File: src/rtl/pong_pkg.sv
// Shared Pong definitions: game FSM encoding, level speed table and the
// default arena/paddle geometry also used by the renderer.
package pong_pkg;

    typedef enum logic [1:0] {
        IDLE   = 2'd0,
        PLAY   = 2'd1,
        PAUSED = 2'd2,
        OVER   = 2'd3
    } state_t;

    localparam int DEF_ARENA_X = 640;
    localparam int DEF_ARENA_Y = 480;
    localparam int DEF_ARENA_Z = 128;
    localparam int DEF_PAD_W   = 200;
    localparam int DEF_PAD_H   = 150;

    // Later levels serve faster on every axis.
    function automatic logic [2:0] base_speed(input logic [7:0] lvl);
        return (lvl >= 8'd3) ? 3'd2 : 3'd1;
    endfunction

endpackage

File: src/rtl/ball_axis_check.sv
// One-axis position predictor: flags whether pos+vel leaves [0, limit)
// on either side and supplies the reflected velocity.
module ball_axis_check #(
    parameter int POS_W = 10,
    parameter int VEL_W = 6
) (
    input  logic        [POS_W-1:0] i_pos,
    input  logic signed [VEL_W-1:0] i_vel,
    input  logic        [POS_W:0]   i_limit,
    output logic                    o_reflect_lo,
    output logic                    o_reflect_hi,
    output logic signed [VEL_W-1:0] o_neg_vel
);

    logic signed [POS_W+1:0] w_nxt;

    // Two extra bits keep both underflow below zero and overflow past the limit visible.
    assign w_nxt        = $signed({2'b00, i_pos}) + $signed({{(POS_W+2-VEL_W){i_vel[VEL_W-1]}}, i_vel});
    assign o_reflect_lo = w_nxt < 0;
    assign o_reflect_hi = w_nxt >= $signed({1'b0, i_limit});
    assign o_neg_vel    = -i_vel;

endmodule

File: src/rtl/ball_collision_engine.sv
// Multi-ball collision engine: per-frame wall/paddle reflection, miss
// tracking, saturating score and periodic speed-up for N_BALLS balls.
module ball_collision_engine
    import pong_pkg::*;
#(
    parameter int N_BALLS          = 2,
    parameter int POS_W            = 10,
    parameter int VEL_W            = 6,
    parameter int ARENA_X          = DEF_ARENA_X,
    parameter int ARENA_Y          = DEF_ARENA_Y,
    parameter int ARENA_Z          = DEF_ARENA_Z,
    parameter int PAD_W            = DEF_PAD_W,
    parameter int PAD_H            = DEF_PAD_H,
    parameter int SCORE_W          = 8,
    parameter int HITS_PER_SPEEDUP = 4,
    parameter int VEL_MAX          = 7
) (
    input  logic                       frame_clk,
    input  logic                       level_rst_n,
    input  logic                       pause,
    input  logic                       serve,
    input  logic [7:0]                 lvl_num,
    input  logic [N_BALLS*POS_W-1:0]   pos_x,
    input  logic [N_BALLS*POS_W-1:0]   pos_y,
    input  logic [N_BALLS*POS_W-1:0]   pos_z,
    input  logic [POS_W-1:0]           paddle_x,
    input  logic [POS_W-1:0]           paddle_y,
    output logic [N_BALLS*VEL_W-1:0]   vel_x,
    output logic [N_BALLS*VEL_W-1:0]   vel_y,
    output logic [N_BALLS*VEL_W-1:0]   vel_z,
    output logic [N_BALLS-1:0]         ball_active,
    output logic [SCORE_W-1:0]         score,
    output logic                       wall_hit,
    output logic                       paddle_hit,
    output logic                       miss,
    output logic [1:0]                 game_state
);

    localparam int HC_W = $clog2(HITS_PER_SPEEDUP + 1);
    localparam logic [POS_W:0] L_LIM_X = (POS_W+1)'(ARENA_X);
    localparam logic [POS_W:0] L_LIM_Y = (POS_W+1)'(ARENA_Y);
    localparam logic [POS_W:0] L_LIM_Z = (POS_W+1)'(ARENA_Z);
    localparam logic signed [VEL_W-1:0] L_ONE  = VEL_W'(1);
    localparam logic signed [VEL_W-1:0] L_VMAX = VEL_W'(VEL_MAX);

    state_t                  r_state;
    logic signed [VEL_W-1:0] r_vel [N_BALLS][3];
    logic [N_BALLS-1:0]      r_active;
    logic [SCORE_W-1:0]      r_score;
    logic [HC_W-1:0]         r_hit_cnt;
    logic                    r_wall;
    logic                    r_pad;
    logic                    r_miss;

    logic [POS_W-1:0]        w_pos     [N_BALLS][3];
    logic                    w_lo      [N_BALLS][3];
    logic                    w_hi      [N_BALLS][3];
    logic signed [VEL_W-1:0] w_neg     [N_BALLS][3];
    logic signed [VEL_W-1:0] w_vel_nxt [N_BALLS][3];
    logic [N_BALLS-1:0]      w_in_pad;
    logic [N_BALLS-1:0]      w_active_nxt;
    logic [POS_W:0]          w_pad_x_end;
    logic [POS_W:0]          w_pad_y_end;
    logic                    w_wall;
    logic                    w_pad;
    logic                    w_miss;
    logic [7:0]              w_pad_cnt;
    logic [7:0]              w_score_inc;
    logic [7:0]              w_hit_sum;
    logic                    w_speedup;
    logic [HC_W-1:0]         w_hit_nxt;
    logic [SCORE_W:0]        w_score_sum;
    logic [SCORE_W-1:0]      w_score_nxt;

    // Magnitude grows by one toward VEL_MAX; zero stays zero so dead balls stay still.
    function automatic logic signed [VEL_W-1:0] speed_up(input logic signed [VEL_W-1:0] v);
        if (v == '0)
            return v;
        else if (v > 0)
            return (v >= L_VMAX) ? L_VMAX : v + L_ONE;
        else
            return (v <= -L_VMAX) ? -L_VMAX : v - L_ONE;
    endfunction

    assign w_pad_x_end = {1'b0, paddle_x} + (POS_W+1)'(PAD_W);
    assign w_pad_y_end = {1'b0, paddle_y} + (POS_W+1)'(PAD_H);

    for (genvar b = 0; b < N_BALLS; b++) begin : g_ball
        assign w_pos[b][0] = pos_x[b*POS_W +: POS_W];
        assign w_pos[b][1] = pos_y[b*POS_W +: POS_W];
        assign w_pos[b][2] = pos_z[b*POS_W +: POS_W];

        assign w_in_pad[b] = ({1'b0, w_pos[b][0]} >= {1'b0, paddle_x}) &&
                             ({1'b0, w_pos[b][0]} <  w_pad_x_end) &&
                             ({1'b0, w_pos[b][1]} >= {1'b0, paddle_y}) &&
                             ({1'b0, w_pos[b][1]} <  w_pad_y_end);

        for (genvar a = 0; a < 3; a++) begin : g_axis
            ball_axis_check #(
                .POS_W(POS_W),
                .VEL_W(VEL_W)
            ) u_axis (
                .i_pos        (w_pos[b][a]),
                .i_vel        (r_vel[b][a]),
                .i_limit      ((a == 0) ? L_LIM_X : ((a == 1) ? L_LIM_Y : L_LIM_Z)),
                .o_reflect_lo (w_lo[b][a]),
                .o_reflect_hi (w_hi[b][a]),
                .o_neg_vel    (w_neg[b][a])
            );
        end

        assign vel_x[b*VEL_W +: VEL_W] = r_vel[b][0];
        assign vel_y[b*VEL_W +: VEL_W] = r_vel[b][1];
        assign vel_z[b*VEL_W +: VEL_W] = r_vel[b][2];
    end

    // Next-frame play update; events from every ball and axis are OR-merged.
    always_comb begin
        w_vel_nxt    = r_vel;
        w_active_nxt = r_active;
        w_wall       = 1'b0;
        w_pad        = 1'b0;
        w_miss       = 1'b0;
        w_pad_cnt    = 8'd0;
        w_score_inc  = 8'd0;
        for (int b = 0; b < N_BALLS; b++) begin
            if (r_active[b]) begin
                for (int a = 0; a < 2; a++) begin
                    if (w_lo[b][a] || w_hi[b][a]) begin
                        w_vel_nxt[b][a] = w_neg[b][a];
                        w_wall          = 1'b1;
                    end
                end
                if (w_lo[b][2]) begin
                    w_vel_nxt[b][2] = w_neg[b][2];
                    w_wall          = 1'b1;
                    w_score_inc     = w_score_inc + 8'd1;
                end else if (w_hi[b][2]) begin
                    if (w_in_pad[b]) begin
                        w_vel_nxt[b][2] = w_neg[b][2];
                        w_pad           = 1'b1;
                        w_pad_cnt       = w_pad_cnt + 8'd1;
                    end else begin
                        w_miss          = 1'b1;
                        w_active_nxt[b] = 1'b0;
                        for (int a = 0; a < 3; a++)
                            w_vel_nxt[b][a] = '0;
                    end
                end
            end
        end

        w_hit_sum = 8'(r_hit_cnt) + w_pad_cnt;
        w_speedup = w_hit_sum >= 8'(HITS_PER_SPEEDUP);
        w_hit_nxt = w_speedup ? HC_W'(w_hit_sum - 8'(HITS_PER_SPEEDUP)) : HC_W'(w_hit_sum);
        if (w_speedup) begin
            for (int b = 0; b < N_BALLS; b++)
                for (int a = 0; a < 3; a++)
                    w_vel_nxt[b][a] = speed_up(w_vel_nxt[b][a]);
        end

        w_score_sum = {1'b0, r_score} + (SCORE_W+1)'(w_score_inc);
        w_score_nxt = w_score_sum[SCORE_W] ? '1 : w_score_sum[SCORE_W-1:0];
    end

    // Game FSM plus all registered outputs; pulses default low every frame.
    always_ff @(posedge frame_clk or negedge level_rst_n) begin
        if (!level_rst_n) begin
            r_state   <= IDLE;
            r_active  <= '0;
            r_score   <= '0;
            r_hit_cnt <= '0;
            r_wall    <= 1'b0;
            r_pad     <= 1'b0;
            r_miss    <= 1'b0;
            for (int b = 0; b < N_BALLS; b++)
                for (int a = 0; a < 3; a++)
                    r_vel[b][a] <= '0;
        end else begin
            r_wall <= 1'b0;
            r_pad  <= 1'b0;
            r_miss <= 1'b0;
            case (r_state)
                IDLE, OVER: begin
                    if (serve && !pause) begin
                        r_state   <= PLAY;
                        r_active  <= '1;
                        r_score   <= '0;
                        r_hit_cnt <= '0;
                        for (int b = 0; b < N_BALLS; b++)
                            for (int a = 0; a < 3; a++)
                                r_vel[b][a] <= VEL_W'(base_speed(lvl_num));
                    end
                end
                PLAY: begin
                    if (pause) begin
                        r_state <= PAUSED;
                    end else begin
                        r_vel     <= w_vel_nxt;
                        r_active  <= w_active_nxt;
                        r_score   <= w_score_nxt;
                        r_hit_cnt <= w_hit_nxt;
                        r_wall    <= w_wall;
                        r_pad     <= w_pad;
                        r_miss    <= w_miss;
                        if (w_active_nxt == '0)
                            r_state <= OVER;
                    end
                end
                PAUSED: begin
                    if (!pause)
                        r_state <= PLAY;
                end
                default: r_state <= IDLE;
            endcase
        end
    end

    assign ball_active = r_active;
    assign score       = r_score;
    assign wall_hit    = r_wall;
    assign paddle_hit  = r_pad;
    assign miss        = r_miss;
    assign game_state  = r_state;

endmodule

File: config.mk
export PLATFORM = sky130hd
export DESIGN_NAME = ball_collision_engine
export DESIGN_NICKNAME = d
export VERILOG_FILES = /design/src/rtl/pong_pkg.sv /design/src/rtl/ball_axis_check.sv /design/src/rtl/ball_collision_engine.sv
export SDC_FILE = /design/constraint.sdc
export NUM_CORES = 1
export LEC_CHECK = 0
export ABC_AREA = 1
export CAP_MARGIN = 10
export CORE_UTILIZATION = 62
export DETAILED_ROUTE_END_ITERATION = 8
export PLACE_DENSITY = 0.95
export SLEW_MARGIN = 30
export SYNTH_ARGS = -nofsm -noshare
export SYNTH_HDL_FRONTEND = slang
export SYNTH_SLANG_ARGS = --single-unit
File: constraint.sdc
create_clock -name frame_clk -period 8.7 [get_ports frame_clk]
set_input_delay 1.74 -clock frame_clk [delete_from_list [all_inputs] [get_ports frame_clk]]
set_output_delay 1.74 -clock frame_clk [all_outputs]
set_load 0.01 [all_outputs]
==> results.ini <==
[timing]
report.final.slew_viol_count = 0
worst_pin_slew_ns = 0.925
layout_worst_path_cycle_share_pct = 80.3
setup_violations = 0
clock_skew_ns = 0.00625
fmax_mhz = 143
rsz0062_at_grt = false
maxSlewHeadroom_pct = 38.3
tns_ns = 0
setup_slack_ns = 1.71
hold_violations = 0
fin_crit_ns = 6.99

[worst_setup_path]
r2r_setup_slack_ns = 3.69
critPathSlowestCell = clkinv_1
cp-start-kind = primary input
r2r-start = vel_z[5]$_DFFE_PN0P_
path_class = in2reg
path_buf_inv = 6
ff2ff_path_depth = 27
r2r_end = vel_x[1]$_DFFE_PN0P_
max_stage_delay_ns = 0.66
cp.required_ns = 8.89
path_max_fanout = 26
worstPathArrival_ns = 7.18
cp_top_family = buffers and inverters
critPathMostFrequentCell = nand2_1
end_kind = flop

[grt]
antenna_found_initial = 0
track_usage_pct = 33.9
grt_pass1_wl_um = 50200
grt_max_degree = 55
grt_pass1_vias = 11200
overflow = 0

[finish]
drive_gt1_share_pct = 4.25
fin_nets = 2135
fill_cells = 1351
area_growth_pct = 17.0
final_area_sq_um = 12300
num_antenna_cells = 0

[clock_tree]
ctsHoldBuffers = 0
cts_tree = built
cts_sinks = 54
clkSlewWorstSetupHoldPaths_ns = 0.07
cts_buffers = 5
cts-root-buf = clkbuf_16
cts_buffer_depth = 2
htree_levels = 2
worstSkewPairLatency_ns = 0.30
post_cts_buffers = 0
cts-resized-gates = 0

[place]
post_dp_cell_area_sq_um = 12100
pre_cts_ws_ns = 1.58
routabilityCongestion = 0.976
dp.final_hpwl_um = 23600
port_buffers = 142

[route]
wl_um = 29800
drt_iter0_drc = 991
avgRoutedWirePerCell_um = 14.3
drc_errors = 0
postRouteAntennaNets = 0
vias = 11800
drtPass1Iterations = 5
viasPerCell = 5.68

[outcome]
status = finished, final reports clean

[synthesis]
async_flop_share_pct = 100
synthCells = 1724
yosys.area.top_type = ha_1
synth_warnings = 0
ys.flop_type = dfrtp_1
synth.avg_cell_area_sq_um = 6.10
synth_area_leaders = ha_1 (21%), nand2_1 (18%), dfrtp_1 (13%)
syn_nets = 2003
synth_edf_count = 0
ys_seq_area_share_pct = 12.8
syn-cell-area_sq_um = 10500
synth.distinct_cells = 50
yosysTopAreaCellShare_pct = 21.3
yosys_register_bits = 54

[floorplan]
start_util_pct = 63.4
rows = 47
core_area_sq_um = 16600
fp.dieH_um = 132
die_x_um = 132
io_pins = 143
die_area_sq_um = 17500

[pwr]
p_seq_share_pct = 12.8
p_leak_nw = 6.60
p_per_area_nw_per_um2 = 318
switchingPower_mw = 2.35
p_total_mw = 3.92
pwr-share-comb_pct = 81.2
p_int_mw = 1.56
switching_share_pct = 60.1
ir_drop_v = 0.000324
clkPwrFrac_pct = 6.0

[worst_hold_path]
worst_hold_path_type = reg2reg
hold_path_end = r_hit_cnt[0]$_DFFE_PN0P_
hold_start = r_hit_cnt[0]$_DFFE_PN0P_
whs_path_depth = 1

[flow_run]
cap_violations = 0

[cell usage after synthesis, types with 15 or more instances]
cell	instances
nor2_1	171
a21oi_1	118
dfrtp_1	54
xor2_1	20
nand3_1	133
o21ai_0	54
nand4_1	34
o21ai_1	20
nor3_1	15
inv_1	248
nand2_1	502
ha_1	179
[layout by cell type (no fill, tap or decap), types with 3 or more instances in the layout]
cell	count
nand2_1	502
inv_1	248
ha_1	179
nor2_1	171
clkdlybuf4s50_1	141
nand3_1	133
a21oi_1	118
o21ai_0	54
dfrtp_1	54
nand4_1	34
o21ai_1	20
xor2_1	20
nor3_1	15
nand3_2	14
o22ai_1	14
inv_2	12
nand2_2	12
o21bai_1	11
nand3b_1	11
nor2_2	10
fa_1	8
xnor2_1	7
a21o_1	6
nor2_4	5
a31oi_1	5
clkbuf_16	5
nand3_4	4
o211ai_1	4
nor4_1	4
a21oi_2	3
o21a_1	3
a22oi_1	3
o21ai_2	3
buf_4	3
[worst max-delay path by stage]
| stage | startpoint | cells after the start | slack [ns] | endpoint |
|---|---|---|---|---|
| 2_1_floorplan | paddle_y[1] | 30 | 3.10 | vel_x[3]$_DFFE_PN0P_ |
| 3_3_place_gp | paddle_y[1] | 32 | 1.83 | vel_x[1]$_DFFE_PN0P_ |
| 3_5_place_dp | paddle_y[1] | 32 | 1.58 | vel_x[1]$_DFFE_PN0P_ |
| 4_1_cts | paddle_y[1] | 32 | 1.78 | vel_x[1]$_DFFE_PN0P_ |
| 5_1_grt | paddle_y[1] | 32 | 1.12 | vel_x[1]$_DFFE_PN0P_ |
| 6_report | paddle_y[1] | 32 | 1.71 | vel_x[1]$_DFFE_PN0P_ |
[area by class of cell]
type	instances	area [sq um]	share of cell area, %
tap	220	275	2.24
multi-input combinational	1388	8090	65.7
sequential	54	1350	11.0
clock buffer	6	129	1.05
clock inverter	2	37.5	0.305
inverter	262	985	8.00
timing repair buffer	145	1440	11.7
[power by group through the flow]
stage | clock network [mW] | registers (mW) | logic [mW]
6_report | 0.236 | 0.501 | 3.18
5_1_grt | 0.243 | 0.512 | 3.57
4_1_cts | 0.235 | 0.495 | 3.12
3_5_place_dp | 0 | 0.498 | 3.09
3_3_place_gp | 0 | 0.499 | 2.98
2_1_floorplan | 0 | 0.463 | 2.32
[flip-flops by register name, indices dropped and copies added, names as in the netlist, 2 cells and up]
signal       flops
vel_y           12
vel_z           12
ball_active      2
r_hit_cnt        3
vel_x           12
score            8
game_state       2
[metal layers]
layer	vias to the layer above	wire, um	GRT usage, %
met5	-	0	0
met1	5299	12800	44.0
li1	5895	-	-
met4	0	707	10.2
met3	71	2540	4.50
met2	535	13700	58.5
[through the flow]
stage / hold slack, ns / util (%) / std cells
6_report: 0.531 / 74.2 / 2077
5_1_grt: 0.560 / 74.2 / 2077
4_1_cts: 0.528 / 74.2 / 2077
3_5_place_dp: 0.507 / 73.2 / 2069
3_3_place_gp: 0.502 / 73.2 / 2069
2_1_floorplan: 0.480 / - / 1724
[cell families after synthesis]
logic type,count (synthesis),share of synthesized area (%)
adders and majority gates,187,22.8
DFF,54,12.8
AOI/OAI and AO/OA,252,13.4
and+or+nand+nor,921,38.4
buffers and inverters,282,10.3
xor gates and xnor gates,27,2.25
muxes,1,0.107
Note: power is estimated with default switching activity, not from simulation.
